**config.mk**
```make
export PLATFORM = sky130hd
export DESIGN_NAME = at_hazard_unit
export DESIGN_NICKNAME = d
export VERILOG_FILES = /design/src/rtl/at_hazard_unit_pkg.sv /design/src/rtl/at_hazard_unit_stage_reg.sv /design/src/rtl/at_hazard_unit.sv
export SDC_FILE = /design/constraint.sdc
export NUM_CORES = 1
export LEC_CHECK = 0
export ABC_AREA = 1
export CORE_MARGIN = 2
export CORE_UTILIZATION = 48
export CTS_BUF_LIST = sky130_fd_sc_hd__clkbuf_8
export DETAILED_ROUTE_END_ITERATION = 12
export GPL_TIMING_DRIVEN = 1
export PLACE_DENSITY_LB_ADDON = 0.2
export RECOVER_POWER = 100
export SLEW_MARGIN = 10
export SYNTH_ARGS = -nofsm -noshare
export SYNTH_HDL_FRONTEND = slang
export SYNTH_SLANG_ARGS = --single-unit
export TNS_END_PERCENT = 50
```
**constraint.sdc**
```tcl
create_clock -name clk -period 1.95 [get_ports clk]
set_input_delay 0.39 -clock clk [delete_from_list [all_inputs] [get_ports clk]]
set_output_delay 0.39 -clock clk [all_outputs]
set_load 0.02 [all_outputs]
```
**src/rtl/at_hazard_unit_pkg.sv**
```systemverilog
// Shared definitions for the A/T hazard unit.
//  - result-source codes carried in each A/T record
//  - forwarding-mux select encodings
//  - Tuse flag bit positions within tuse_d
//  - the A/T record type, its bubble value and the compare/decode helpers
package at_hazard_unit_pkg;

    // Result source of an instruction (where its written value comes from)
    localparam logic [2:0] RES_NW  = 3'd0;  // no write
    localparam logic [2:0] RES_ALU = 3'd1;
    localparam logic [2:0] RES_DM  = 3'd2;
    localparam logic [2:0] RES_PC  = 3'd3;  // link address (jal/jalr)

    // Forwarding-mux selects
    localparam logic [1:0] SEL_RF = 2'd0;
    localparam logic [1:0] SEL_E  = 2'd1;
    localparam logic [1:0] SEL_M  = 2'd2;
    localparam logic [1:0] SEL_W  = 2'd3;

    // Bit positions of the Tuse flags in tuse_d = {rs0, rs1, rt0, rt1, rt2}
    localparam int unsigned TUSE_RS0 = 4;
    localparam int unsigned TUSE_RS1 = 3;
    localparam int unsigned TUSE_RT0 = 2;
    localparam int unsigned TUSE_RT1 = 1;
    localparam int unsigned TUSE_RT2 = 0;

    typedef struct packed {
        logic [4:0] ra1;
        logic [4:0] ra2;
        logic [4:0] wa;
        logic [2:0] res;
    } at_rec_t;

    localparam int unsigned REC_W = $bits(at_rec_t);

    localparam at_rec_t REC_BUBBLE = '{ra1: 5'd0, ra2: 5'd0, wa: 5'd0, res: RES_NW};

    // A stage produces register a: $0 and no-write records never match
    function automatic logic at_match(input logic [4:0] a, input at_rec_t r);
        return (a != 5'd0) && (a == r.wa) && (r.res != RES_NW);
    endfunction

    // Cycles until the result exists, for an instruction sitting in E
    function automatic logic [1:0] tnew_e(input logic [2:0] res);
        logic [1:0] t;
        t = 2'd0;
        if (res == RES_ALU) t = 2'd1;
        if (res == RES_DM)  t = 2'd2;
        return t;
    endfunction

    // Cycles until the result exists, for an instruction sitting in M
    function automatic logic [1:0] tnew_m(input logic [2:0] res);
        return (res == RES_DM) ? 2'd1 : 2'd0;
    endfunction

    // D-stage operand select: youngest ready producer wins
    function automatic logic [1:0] sel_d(input logic [4:0] a, input at_rec_t e,
                                         input at_rec_t m, input at_rec_t w);
        logic [1:0] s;
        s = SEL_RF;
        if (at_match(a, e) && (e.res == RES_PC)) begin
            s = SEL_E;
        end else if (at_match(a, m) && (tnew_m(m.res) == 2'd0)) begin
            s = SEL_M;
        end else if (at_match(a, w)) begin
            s = SEL_W;
        end
        return s;
    endfunction

    // E-stage operand select
    function automatic logic [1:0] sel_e(input logic [4:0] a, input at_rec_t m,
                                         input at_rec_t w);
        logic [1:0] s;
        s = SEL_RF;
        if (at_match(a, m) && (tnew_m(m.res) == 2'd0)) begin
            s = SEL_M;
        end else if (at_match(a, w)) begin
            s = SEL_W;
        end
        return s;
    endfunction

endpackage

```
**src/rtl/at_hazard_unit_stage_reg.sv**
```systemverilog
// at_stage_reg: one pipeline A/T record register.
//  clk      in  pipeline clock
//  reset    in  asynchronous active-low clear to bubble
//  i_bubble in  load the bubble record instead of i_rec
//  i_rec    in  record from the previous stage
//  o_rec    out registered record
module at_stage_reg
    import at_hazard_unit_pkg::*;
(
    input  logic             clk,
    input  logic             reset,
    input  logic             i_bubble,
    input  logic [REC_W-1:0] i_rec,
    output logic [REC_W-1:0] o_rec
);

    logic [REC_W-1:0] r_rec;

    always_ff @(posedge clk or negedge reset) begin
        if (!reset) begin
            r_rec <= REC_BUBBLE;
        end else if (i_bubble) begin
            r_rec <= REC_BUBBLE;
        end else begin
            r_rec <= i_rec;
        end
    end

    assign o_rec = r_rec;

endmodule

```
**src/rtl/at_hazard_unit.sv**
```systemverilog
// at_hazard_unit: stall / forwarding / mult-div interlock for the 5-stage MIPS pipeline.
//  Inputs : D-stage A/T code (ra1_d, ra2_d, wa_d, tuse_d, res_d), md_d,
//           E-stage mult/div issue (md_start_e, md_div_e), clk, reset (async, active-low)
//  Outputs: stall, flush_e, md_busy (registered), fwd_rs_d/fwd_rt_d/fwd_rs_e/fwd_rt_e
//           (2-bit selects), fwd_rt_m (1 = take W result for store data)
module at_hazard_unit
    import at_hazard_unit_pkg::*;
#(
    parameter int unsigned MULT_CYCLES = 5,
    parameter int unsigned DIV_CYCLES  = 10
) (
    input  logic       clk,
    input  logic       reset,
    input  logic [4:0] ra1_d,
    input  logic [4:0] ra2_d,
    input  logic [4:0] wa_d,
    input  logic [4:0] tuse_d,
    input  logic [2:0] res_d,
    input  logic       md_d,
    input  logic       md_start_e,
    input  logic       md_div_e,
    output logic       stall,
    output logic       flush_e,
    output logic       md_busy,
    output logic [1:0] fwd_rs_d,
    output logic [1:0] fwd_rt_d,
    output logic [1:0] fwd_rs_e,
    output logic [1:0] fwd_rt_e,
    output logic       fwd_rt_m
);

    localparam int unsigned MdMax = (MULT_CYCLES > DIV_CYCLES) ? MULT_CYCLES : DIV_CYCLES;
    localparam int unsigned CntW  = $clog2(MdMax + 1);

    at_rec_t w_rec_d;
    at_rec_t w_rec_e;
    at_rec_t w_rec_m;
    at_rec_t w_rec_w;

    assign w_rec_d = '{ra1: ra1_d, ra2: ra2_d, wa: wa_d, res: res_d};

    // ---------------------------------------------------------------- records
    at_stage_reg u_rec_e (
        .clk      (clk),
        .reset    (reset),
        .i_bubble (flush_e),
        .i_rec    (w_rec_d),
        .o_rec    (w_rec_e)
    );

    at_stage_reg u_rec_m (
        .clk      (clk),
        .reset    (reset),
        .i_bubble (1'b0),
        .i_rec    (w_rec_e),
        .o_rec    (w_rec_m)
    );

    at_stage_reg u_rec_w (
        .clk      (clk),
        .reset    (reset),
        .i_bubble (1'b0),
        .i_rec    (w_rec_m),
        .o_rec    (w_rec_w)
    );

    // Source addresses of M/W are not needed except M.ra2 (store data)
    logic w_unused;
    assign w_unused = ^{w_rec_m.ra1, w_rec_w.ra1, w_rec_w.ra2};

    // ---------------------------------------------------------------- Tuse / Tnew
    logic       w_rs_used;
    logic       w_rt_used;
    logic [1:0] w_rs_tuse;
    logic [1:0] w_rt_tuse;
    logic [1:0] w_tnew_e;
    logic [1:0] w_tnew_m;

    assign w_rs_used = tuse_d[TUSE_RS0] | tuse_d[TUSE_RS1];
    assign w_rt_used = tuse_d[TUSE_RT0] | tuse_d[TUSE_RT1] | tuse_d[TUSE_RT2];
    assign w_rs_tuse = tuse_d[TUSE_RS0] ? 2'd0 : 2'd1;
    assign w_rt_tuse = tuse_d[TUSE_RT0] ? 2'd0 : (tuse_d[TUSE_RT1] ? 2'd1 : 2'd2);
    assign w_tnew_e  = tnew_e(w_rec_e.res);
    assign w_tnew_m  = tnew_m(w_rec_m.res);

    // ---------------------------------------------------------------- stall
    logic w_stall_at;
    logic w_stall_md;

    assign w_stall_at =
        (w_rs_used && at_match(ra1_d, w_rec_e) && (w_rs_tuse < w_tnew_e)) ||
        (w_rs_used && at_match(ra1_d, w_rec_m) && (w_rs_tuse < w_tnew_m)) ||
        (w_rt_used && at_match(ra2_d, w_rec_e) && (w_rt_tuse < w_tnew_e)) ||
        (w_rt_used && at_match(ra2_d, w_rec_m) && (w_rt_tuse < w_tnew_m));

    // md_start_e covers the issue cycle, before the counter has loaded
    assign w_stall_md = md_d && (md_busy || md_start_e);

    assign stall   = w_stall_at | w_stall_md;
    assign flush_e = stall;

    // ---------------------------------------------------------------- forwarding
    assign fwd_rs_d = sel_d(ra1_d, w_rec_e, w_rec_m, w_rec_w);
    assign fwd_rt_d = sel_d(ra2_d, w_rec_e, w_rec_m, w_rec_w);
    assign fwd_rs_e = sel_e(w_rec_e.ra1, w_rec_m, w_rec_w);
    assign fwd_rt_e = sel_e(w_rec_e.ra2, w_rec_m, w_rec_w);
    assign fwd_rt_m = at_match(w_rec_m.ra2, w_rec_w);

    // ---------------------------------------------------------------- mult/div busy
    logic [CntW-1:0] r_md_cnt;
    logic [CntW-1:0] w_md_cnt_nxt;
    logic            r_md_busy;

    always_comb begin
        w_md_cnt_nxt = r_md_cnt;
        if (md_start_e) begin
            w_md_cnt_nxt = md_div_e ? CntW'(DIV_CYCLES) : CntW'(MULT_CYCLES);
        end else if (r_md_cnt != '0) begin
            w_md_cnt_nxt = r_md_cnt - 1'b1;
        end
    end

    always_ff @(posedge clk or negedge reset) begin
        if (!reset) begin
            r_md_cnt  <= '0;
            r_md_busy <= 1'b0;
        end else begin
            r_md_cnt  <= w_md_cnt_nxt;
            r_md_busy <= (w_md_cnt_nxt != '0);
        end
    end

    assign md_busy = r_md_busy;

endmodule
```
==> metrics.txt, run 1 <==
# TYPE chip_impl_metric gauge
chip_impl_metric{name="via_per_inst",unit=""} 4.812
chip_impl_metric{name="antenna_cell_count",unit=""} 0
chip_impl_metric{name="synth-edff-count",unit=""} 0
chip_impl_metric{name="fin_tns_setup",unit="ns"} -1.041
chip_impl_metric{name="critPathArrivalTime",unit="ns"} 1.72
chip_impl_metric{name="grtUsageTotal",unit="%"} 22.81
chip_impl_info{name="grt_setup_unrepaired",value="true"} 1
chip_impl_info{name="postSynth.topFlopCell",value="sky130_fd_sc_hd__dfrtp_1"} 1
chip_impl_metric{name="max_cap_viol_count",unit=""} 0
chip_impl_metric{name="drive_gt1_share",unit="%"} 33.87
chip_impl_metric{name="detail_route.wirelength",unit="µm"} 6206
chip_impl_metric{name="clk_path_buf_depth",unit=""} 2
chip_impl_info{name="worstSetupStartpointType",value="flip-flop"} 1
chip_impl_info{name="class_of_the_most_critical_setup_path",value="reg -> out"} 1
chip_impl_metric{name="cts_sinks",unit=""} 44
chip_impl_metric{name="numCtsBuffers",unit=""} 5
chip_impl_metric{name="finish.cell_count_without_fillers",unit=""} 501
chip_impl_metric{name="floorplan.die.width",unit="µm"} 76.71
chip_impl_info{name="worstHoldPathType",value="in -> async"} 1
chip_impl_metric{name="synth_area",unit="mm²"} 0.002537
chip_impl_metric{name="fp-row-count",unit=""} 26
chip_impl_metric{name="grt_max_degree",unit=""} 24
chip_impl_metric{name="synth_cell_types",unit=""} 31
chip_impl_metric{name="syn2layout_area_growth",unit="%"} 45.22
chip_impl_metric{name="grt_remaining_overflow",unit=""} 0
chip_impl_info{name="layout.cells.most_common_list",value="sky130_fd_sc_hd__nand2_1 (65), sky130_fd_sc_hd__buf_4 (58), sky130_fd_sc_hd__dfrtp_1 (42), sky130_fd_sc_hd__inv_1 (41), sky130_fd_sc_hd__nor2_1 (30)"} 1
chip_impl_metric{name="vias",unit=""} 2411
chip_impl_metric{name="synth.net_count",unit=""} 355
chip_impl_metric{name="critical_path_peak_fanout",unit=""} 5
chip_impl_metric{name="design.core.area",unit="mm²"} 0.005107
chip_impl_metric{name="tightest_slew",unit="ns"} 1.133
chip_impl_metric{name="min_period_over_period",unit="%"} 108.0
chip_impl_metric{name="asyncSetResetFlopFracSynth",unit="%"} 100.0
chip_impl_metric{name="design.die.area",unit="mm²"} 0.005884
chip_impl_metric{name="p_leak",unit="nW"} 1.810
chip_impl_info{name="yosysTopAreaCell",value="sky130_fd_sc_hd__dfrtp_1"} 1
chip_impl_info{name="layout.cells.most_common",value="sky130_fd_sc_hd__nand2_1"} 1
chip_impl_metric{name="design.portCount",unit=""} 40
chip_impl_metric{name="chipHeight",unit="µm"} 76.71
chip_impl_metric{name="synth_largest_type_area_fraction",unit="%"} 43.39
chip_impl_metric{name="gp_congestion",unit=""} 0.8765
chip_impl_metric{name="number_of_synthesized_register_bits",unit=""} 44
chip_impl_info{name="tritoncts_clock_tree",value="yes"} 1
chip_impl_metric{name="detailedRoute.firstPassIterationCount",unit=""} 4
chip_impl_metric{name="starting_drc_count_in_detailed_routing",unit=""} 40
chip_impl_info{name="end_kind",value="output pin"} 1
chip_impl_metric{name="timing.fmax",unit="MHz"} 475.0
chip_impl_metric{name="dp_slack",unit="ns"} -0.9031
chip_impl_metric{name="routed_wire_length_per_instance",unit="µm"} 12.39
chip_impl_metric{name="period_minus_slack",unit="ns"} 2.105
chip_impl_metric{name="n_fill_cell",unit=""} 445
chip_impl_metric{name="first_pass_grt_wire_length",unit="µm"} 10570
chip_impl_metric{name="timing.final.max_slew_violations",unit=""} 0
chip_impl_metric{name="clk_pin_slew",unit="ns"} 0.08
chip_impl_metric{name="synthesis.instances",unit=""} 325
chip_impl_metric{name="max_slew_margin",unit="%"} 24.48
chip_impl_metric{name="drt.antenna.violating_nets",unit=""} 0
chip_impl_metric{name="cts.hold.buffers_added",unit=""} 0
chip_impl_metric{name="clock_tree.htree_level_count",unit=""} 2
chip_impl_metric{name="irDropWorstVdd",unit="mV"} 0.3932
chip_impl_metric{name="net_count_reported_at_finish",unit=""} 460
chip_impl_metric{name="setup-violations-final",unit=""} 11
chip_impl_metric{name="clk-insertion-delay-late",unit="ns"} 0.30
chip_impl_metric{name="numPlacedInstances",unit=""} 486
chip_impl_info{name="failed_checks",value="setup timing"} 1
chip_impl_metric{name="critPathRequiredTime",unit="ns"} 1.56
chip_impl_metric{name="synthesis.area_per_instance",unit="µm²"} 7.807
chip_impl_metric{name="report.final.hold_viol_count",unit=""} 0
chip_impl_metric{name="synth_warnings",unit=""} 0
chip_impl_metric{name="seq_area_frac_synth",unit="%"} 43.39
chip_impl_metric{name="antenna_found_initial",unit=""} 0
chip_impl_metric{name="reg2reg_depth",unit=""} 11
chip_impl_metric{name="place_hpwl",unit="µm"} 4939
chip_impl_metric{name="layout_setup_ws",unit="ns"} -0.1551
chip_impl_info{name="clk_root_buffer_cell",value="sky130_fd_sc_hd__clkbuf_8"} 1
chip_impl_metric{name="first_global_vias",unit=""} 2382
chip_impl_metric{name="port_buffers",unit=""} 39
chip_impl_info{name="outcome",value="finished with violations"} 1
chip_impl_metric{name="timing.clock.skew",unit="ns"} 0.009818
chip_impl_metric{name="drc",unit=""} 0
chip_impl_metric{name="initial_cell_density_of_the_core",unit="%"} 49.68
chip_impl_metric{name="p_per_area",unit="mW/mm²"} 662.9
chip_impl_metric{name="finalPower",unit="W"} 0.002442
chip_impl_info{name="synth_area_leaders",value="sky130_fd_sc_hd__dfrtp_1 (43%), sky130_fd_sc_hd__nand2_1 (10%), sky130_fd_sc_hd__xnor2_1 (7.2%)"} 1
## power by group
group	internal (W)	total [W]	switching [W]
sequential	0.000987	0.00105	0.0000667
clock	0.000375	0.000671	0.000296
combinational	0.000350	0.000718	0.000368
total	0.00171	0.00244	0.000731
## layer usage
layer	vias to the layer above	part of all wire (%)	GRT usage, %	routed length, µm
li1	1224	-	-	-
met1	1125	42	27.03	2630
met2	46	52	41.32	3241
met3	16	3.0	3.176	189
met4	0	2.3	9.455	145
met5	-	0	0	0
## registers in the layout (all words and copies together), names as in the netlist
| name | count |
|---|---|
| u_rec_m.o_rec | 13 |
| r_md_cnt | 4 |
| u_rec_w.o_rec | 8 |
| md_busy | 1 |
| u_rec_e.o_rec | 18 |
## synth_stat cells (2+ instances only)
master,instances
sky130_fd_sc_hd__nor3_1,5
sky130_fd_sc_hd__o22ai_1,2
sky130_fd_sc_hd__xnor2_1,21
sky130_fd_sc_hd__nor2_4,7
sky130_fd_sc_hd__nor2_1,40
sky130_fd_sc_hd__o21ai_0,10
sky130_fd_sc_hd__clkbuf_1,2
sky130_fd_sc_hd__nand2_2,3
sky130_fd_sc_hd__a21oi_1,8
sky130_fd_sc_hd__inv_1,43
sky130_fd_sc_hd__o211ai_1,2
sky130_fd_sc_hd__nand3_1,21
sky130_fd_sc_hd__xor2_1,6
sky130_fd_sc_hd__buf_2,2
sky130_fd_sc_hd__nor2_2,7
sky130_fd_sc_hd__ha_1,2
sky130_fd_sc_hd__nand4_1,6
sky130_fd_sc_hd__nor4_1,4
sky130_fd_sc_hd__dfrtp_1,44
sky130_fd_sc_hd__inv_2,10
sky130_fd_sc_hd__nand2_1,70
## cell families after synthesis
family          Yosys count  synth area share, %
simple gates            166                30.42
buf+inv                  60                9.813
fa+ha+maj                 2               0.9860
flops                    44                43.39
compound gates           26                6.065
xor+xnor                 27                9.320
## worst max-delay path, stage by stage, from the launching register on
cell and delay (ns):
sky130_fd_sc_hd__dfrtp_1 0.40, sky130_fd_sc_hd__nor2_2 0.15, sky130_fd_sc_hd__nand2_2 0.09, sky130_fd_sc_hd__ha_4 0.22
sky130_fd_sc_hd__a21oi_2 0.11, sky130_fd_sc_hd__nand3_1 0.07, sky130_fd_sc_hd__nand2_1 0.07, sky130_fd_sc_hd__nand2_2 0.07
sky130_fd_sc_hd__nand2_4 0.12, sky130_fd_sc_hd__buf_6 0.13
## through the flow
step	hold WS (ns)	util, %	instance area [µm²]
after CTS	0.06848	70.68	3610
after detailed placement	0.3600	66.88	3416
after floorplan	0.09441	-	2545
after global routing	0.3935	72.15	3685
final	0.2915	72.15	3685
after global placement	0.3552	66.88	3416
## worst paths after layout
check / startpoint / to / slack, ns
worst max-delay path: u_rec_e.o_rec[2] / flush_e / -0.16
worst min-delay path: reset / u_rec_e.o_rec[2] / 0.29
worst max register to register: u_rec_e.o_rec[2] / u_rec_e.o_rec[12] / 0.19
worst min register to register: u_rec_m.o_rec[0] / u_rec_w.o_rec[0] / 0.40
max in group asynchronous: reset / u_rec_w.o_rec[7] / 0.46
min in group clk: u_rec_m.o_rec[0] / u_rec_w.o_rec[0] / 0.40
## layout make-up
class / instances / area [µm²] / share of cell area (%)
Clock buffer: 5 / 68.82 / 1.868
Clock inverter: 3 / 38.79 / 1.053
Inverter: 53 / 198.9 / 5.399
Multi-Input combinational cell: 221 / 1323 / 35.89
Sequential cell: 44 / 1104 / 29.95
Tap cell: 70 / 87.58 / 2.377
Timing Repair Buffer: 105 / 864.6 / 23.46
## what timing repair did
action	4_1_cts	5_1_grt
setup buffers	4	4
gates cloned	0	0
endpoints found under the setup margin	11	12
resized for setup	98	27
pin swaps	9	11
(Power assumes the default switching activity.)
==> run 2, diff against run 1 <==
CORE_MARGIN = 3   (was 2)
SLEW_MARGIN = 0   (was 10)
==> metrics.txt, run 2 (synthesized netlist as in run 1, its figures left out) <==
# TYPE chip_impl_metric gauge
chip_impl_info{name="layout.cells.most_common_list",value="sky130_fd_sc_hd__nand2_1 (64), sky130_fd_sc_hd__buf_4 (53), sky130_fd_sc_hd__dfrtp_1 (42), sky130_fd_sc_hd__inv_1 (41), sky130_fd_sc_hd__nor2_1 (26)"} 1
chip_impl_info{name="grt_setup_unrepaired",value="true"} 1
chip_impl_info{name="critical-path-top-delay-family",value="simple AND/OR/NAND/NOR gates"} 1
chip_impl_info{name="layout.cells.most_common",value="sky130_fd_sc_hd__nand2_1"} 1
chip_impl_info{name="outcome",value="finished with violations"} 1
chip_impl_metric{name="switchingPower",unit="W"} 0.0007618
chip_impl_metric{name="floorplan.die.width",unit="µm"} 78.71
chip_impl_info{name="failed_checks",value="setup timing"} 1
chip_impl_metric{name="starting_drc_count_in_detailed_routing",unit=""} 145
chip_impl_metric{name="net_count_reported_at_finish",unit=""} 461
chip_impl_metric{name="p_leak",unit="nW"} 1.831
chip_impl_info{name="worstHoldPathType",value="in -> async"} 1
chip_impl_metric{name="detailedRoute.firstPassIterationCount",unit=""} 5
chip_impl_metric{name="numCtsBuffers",unit=""} 5
chip_impl_info{name="class_of_the_most_critical_setup_path",value="reg -> out"} 1
chip_impl_metric{name="grt_remaining_overflow",unit=""} 0
chip_impl_metric{name="cellInternalPower",unit="W"} 0.001718
chip_impl_info{name="top_layer",value="met4"} 1
chip_impl_metric{name="irDropWorstVdd",unit="mV"} 0.3920
chip_impl_metric{name="min_period_over_period",unit="%"} 108.1
chip_impl_metric{name="clk-insertion-delay-late",unit="ns"} 0.30
chip_impl_metric{name="max_slew_margin",unit="%"} 37.09
chip_impl_metric{name="dp_slack",unit="ns"} -0.8387
chip_impl_metric{name="via_per_inst",unit=""} 5.000
chip_impl_metric{name="clock_power_share",unit="%"} 27.3
chip_impl_metric{name="syn2layout_area_growth",unit="%"} 47.88
chip_impl_metric{name="path_buf_inv",unit=""} 4
chip_impl_metric{name="cts.hold.buffers_added",unit=""} 0
chip_impl_metric{name="timing.final.max_slew_violations",unit=""} 0
chip_impl_metric{name="fin_hold_ws",unit="ns"} 0.2085
chip_impl_metric{name="max_cap_viol_count",unit=""} 0
chip_impl_metric{name="clk_path_buf_depth",unit=""} 2
chip_impl_metric{name="drt.antenna.violating_nets",unit=""} 0
chip_impl_metric{name="power_switching_share",unit="%"} 30.73
chip_impl_metric{name="first_global_vias",unit=""} 2488
chip_impl_metric{name="port_buffers",unit=""} 39
chip_impl_metric{name="routed_wire_length_per_instance",unit="µm"} 13.72
chip_impl_metric{name="gp_congestion",unit=""} 0.8629
chip_impl_info{name="end_kind",value="output pin"} 1
chip_impl_metric{name="largest_register_ff_count",unit=""} 18
chip_impl_metric{name="cts_sinks",unit=""} 44
chip_impl_metric{name="clock_tree.htree_level_count",unit=""} 2
chip_impl_metric{name="layout_setup_ws",unit="ns"} -0.1587
chip_impl_info{name="cpMaxStageDelayCell",value="sky130_fd_sc_hd__dfrtp_1"} 1
chip_impl_metric{name="grtUsageTotal",unit="%"} 23.08
chip_impl_metric{name="place_hpwl",unit="µm"} 5034
chip_impl_metric{name="design.die.area",unit="mm²"} 0.006194
chip_impl_metric{name="fp-row-count",unit=""} 25
chip_impl_info{name="tritoncts_clock_tree",value="yes"} 1
chip_impl_metric{name="n_fill_cell",unit=""} 379
chip_impl_metric{name="cp_slowest_stage_delay",unit="ns"} 0.42
chip_impl_info{name="clk_root_buffer_cell",value="sky130_fd_sc_hd__clkbuf_8"} 1
chip_impl_metric{name="antenna_found_initial",unit=""} 0
chip_impl_metric{name="drive_gt1_share",unit="%"} 36.34
chip_impl_metric{name="critPathRequiredTime",unit="ns"} 1.56
chip_impl_metric{name="comb_power_share",unit="%"} 30.2
chip_impl_info{name="worstPathCellList",value="buf_4 -> inv_2 -> nand2_1 -> nand3_1 -> nor2_2 -> nand2_2 -> buf_4 -> nor2_4 -> nor2_4 -> nand2_4 -> buf_6"} 1
chip_impl_metric{name="tightest_slew",unit="ns"} 0.9436
chip_impl_metric{name="vias",unit=""} 2495
chip_impl_metric{name="design.portCount",unit=""} 40
chip_impl_metric{name="design.core.area",unit="mm²"} 0.004911
chip_impl_info{name="worstSetupStartpointType",value="flip-flop"} 1
chip_impl_metric{name="seq_power_share",unit="%"} 42.6
chip_impl_metric{name="critPathArrivalTime",unit="ns"} 1.72
chip_impl_metric{name="met2RoutedLength",unit="µm"} 3540
chip_impl_metric{name="critical_path_peak_fanout",unit=""} 3
chip_impl_metric{name="antenna_cell_count",unit=""} 0
chip_impl_metric{name="detail_route.wirelength",unit="µm"} 6848
chip_impl_metric{name="grt_max_degree",unit=""} 20
chip_impl_metric{name="period_minus_slack",unit="ns"} 2.109
chip_impl_metric{name="first_pass_grt_wire_length",unit="µm"} 11140
chip_impl_metric{name="clk_pin_slew",unit="ns"} 0.08
chip_impl_metric{name="p_per_area",unit="mW/mm²"} 660.8
chip_impl_metric{name="initial_cell_density_of_the_core",unit="%"} 51.67
chip_impl_metric{name="wl_met3",unit="µm"} 334
chip_impl_metric{name="drc",unit=""} 0
chip_impl_metric{name="timing.fmax",unit="MHz"} 474.2
chip_impl_metric{name="report.final.hold_viol_count",unit=""} 0
chip_impl_metric{name="timing.clock.skew",unit="ns"} 0.003931
chip_impl_metric{name="setup-violations-final",unit=""} 10
chip_impl_metric{name="chipHeight",unit="µm"} 78.71
chip_impl_metric{name="drt-met1-wl",unit="µm"} 2821
-- run 2: changes by cell type in the layout (fill, tap and decap cells not counted), moves of 3 or more --
cell / before / now
sky130_fd_sc_hd__buf_4: 58 / 53
sky130_fd_sc_hd__buf_6: 10 / 16
sky130_fd_sc_hd__clkbuf_1: 4 / 8
sky130_fd_sc_hd__clkbuf_4: 5 / 2
sky130_fd_sc_hd__dlygate4sd2_1: 9 / 6
sky130_fd_sc_hd__nor2_1: 30 / 26
sky130_fd_sc_hd__nor2_2: 16 / 20
-- run 2: per-layer routing --
layer	up-vias	track usage [%]
li1	1227	-
met1	1174	27.14
met2	77	41.26
met3	17	5.215
met4	0	8.042
met5	-	0
-- run 2: power by group through the flow --
stage	Combinational, W	Clock, W	Sequential, W
finish	0.000748	0.000676	0.00106
global route	0.000820	0.000725	0.00106
CTS	0.000715	0.000691	0.00105
detailed placement	0.000652	0	0.00107
global placement	0.000634	0	0.00106
floorplan	0.000362	0	0.00105
-- run 2: through the flow --
stage | util (%) | TNS, ns | std cells | power, W | area, µm²
after floorplan | - | 0 | 325 | 0.001415 | 2545
after global placement | 68.61 | -11.11 | 479 | 0.001698 | 3369
after detailed placement | 68.61 | -12.11 | 479 | 0.001720 | 3369
after CTS | 74.52 | -1.360 | 498 | 0.002457 | 3660
after global routing | 76.41 | -2.125 | 499 | 0.002609 | 3752
final | 76.41 | -1.144 | 499 | 0.002479 | 3752
-- run 2: final cells by class --
cell class / count / area [µm²] / area share [%]
Tap cell: 67 / 83.83 / 2.234
Sequential cell: 44 / 1104 / 29.41
Inverter: 53 / 198.9 / 5.302
Clock inverter: 3 / 38.79 / 1.034
Multi-Input combinational cell: 221 / 1378 / 36.71
Timing Repair Buffer: 106 / 880.8 / 23.47
Clock buffer: 5 / 68.82 / 1.834
-- run 2: path summary, 6_finish.rpt --
check / end / slack, ns / from / depth (start not counted)
worst min-delay path: u_rec_m.o_rec[9] / 0.21 / reset / 1
min in group clk: u_rec_w.o_rec[0] / 0.40 / u_rec_m.o_rec[0] / 0
max in group asynchronous: u_rec_m.o_rec[1] / 0.59 / reset / 2
worst min register to register: u_rec_w.o_rec[0] / 0.40 / u_rec_m.o_rec[0] / 0
worst max-delay path: stall / -0.16 / u_rec_m.o_rec[6] / 11
worst max register to register: u_rec_e.o_rec[17] / 0.10 / u_rec_m.o_rec[6] / 12
-- run 2: worst reg2reg max path, delay by kind of cell (launching register included) --
family,cells,cell delay (ns)
buf+inv,4,0.67
flops,1,0.42
simple gates,8,0.63
-- run 2: timing repair --
| item | 4_1_cts | 5_1_grt |
|---|---|---|
| buffers inserted | 11 | 1 |
| pin swaps | 23 | 22 |
| gates resized for setup | 110 | 34 |
| endpoints found under the setup margin | 24 | 29 |
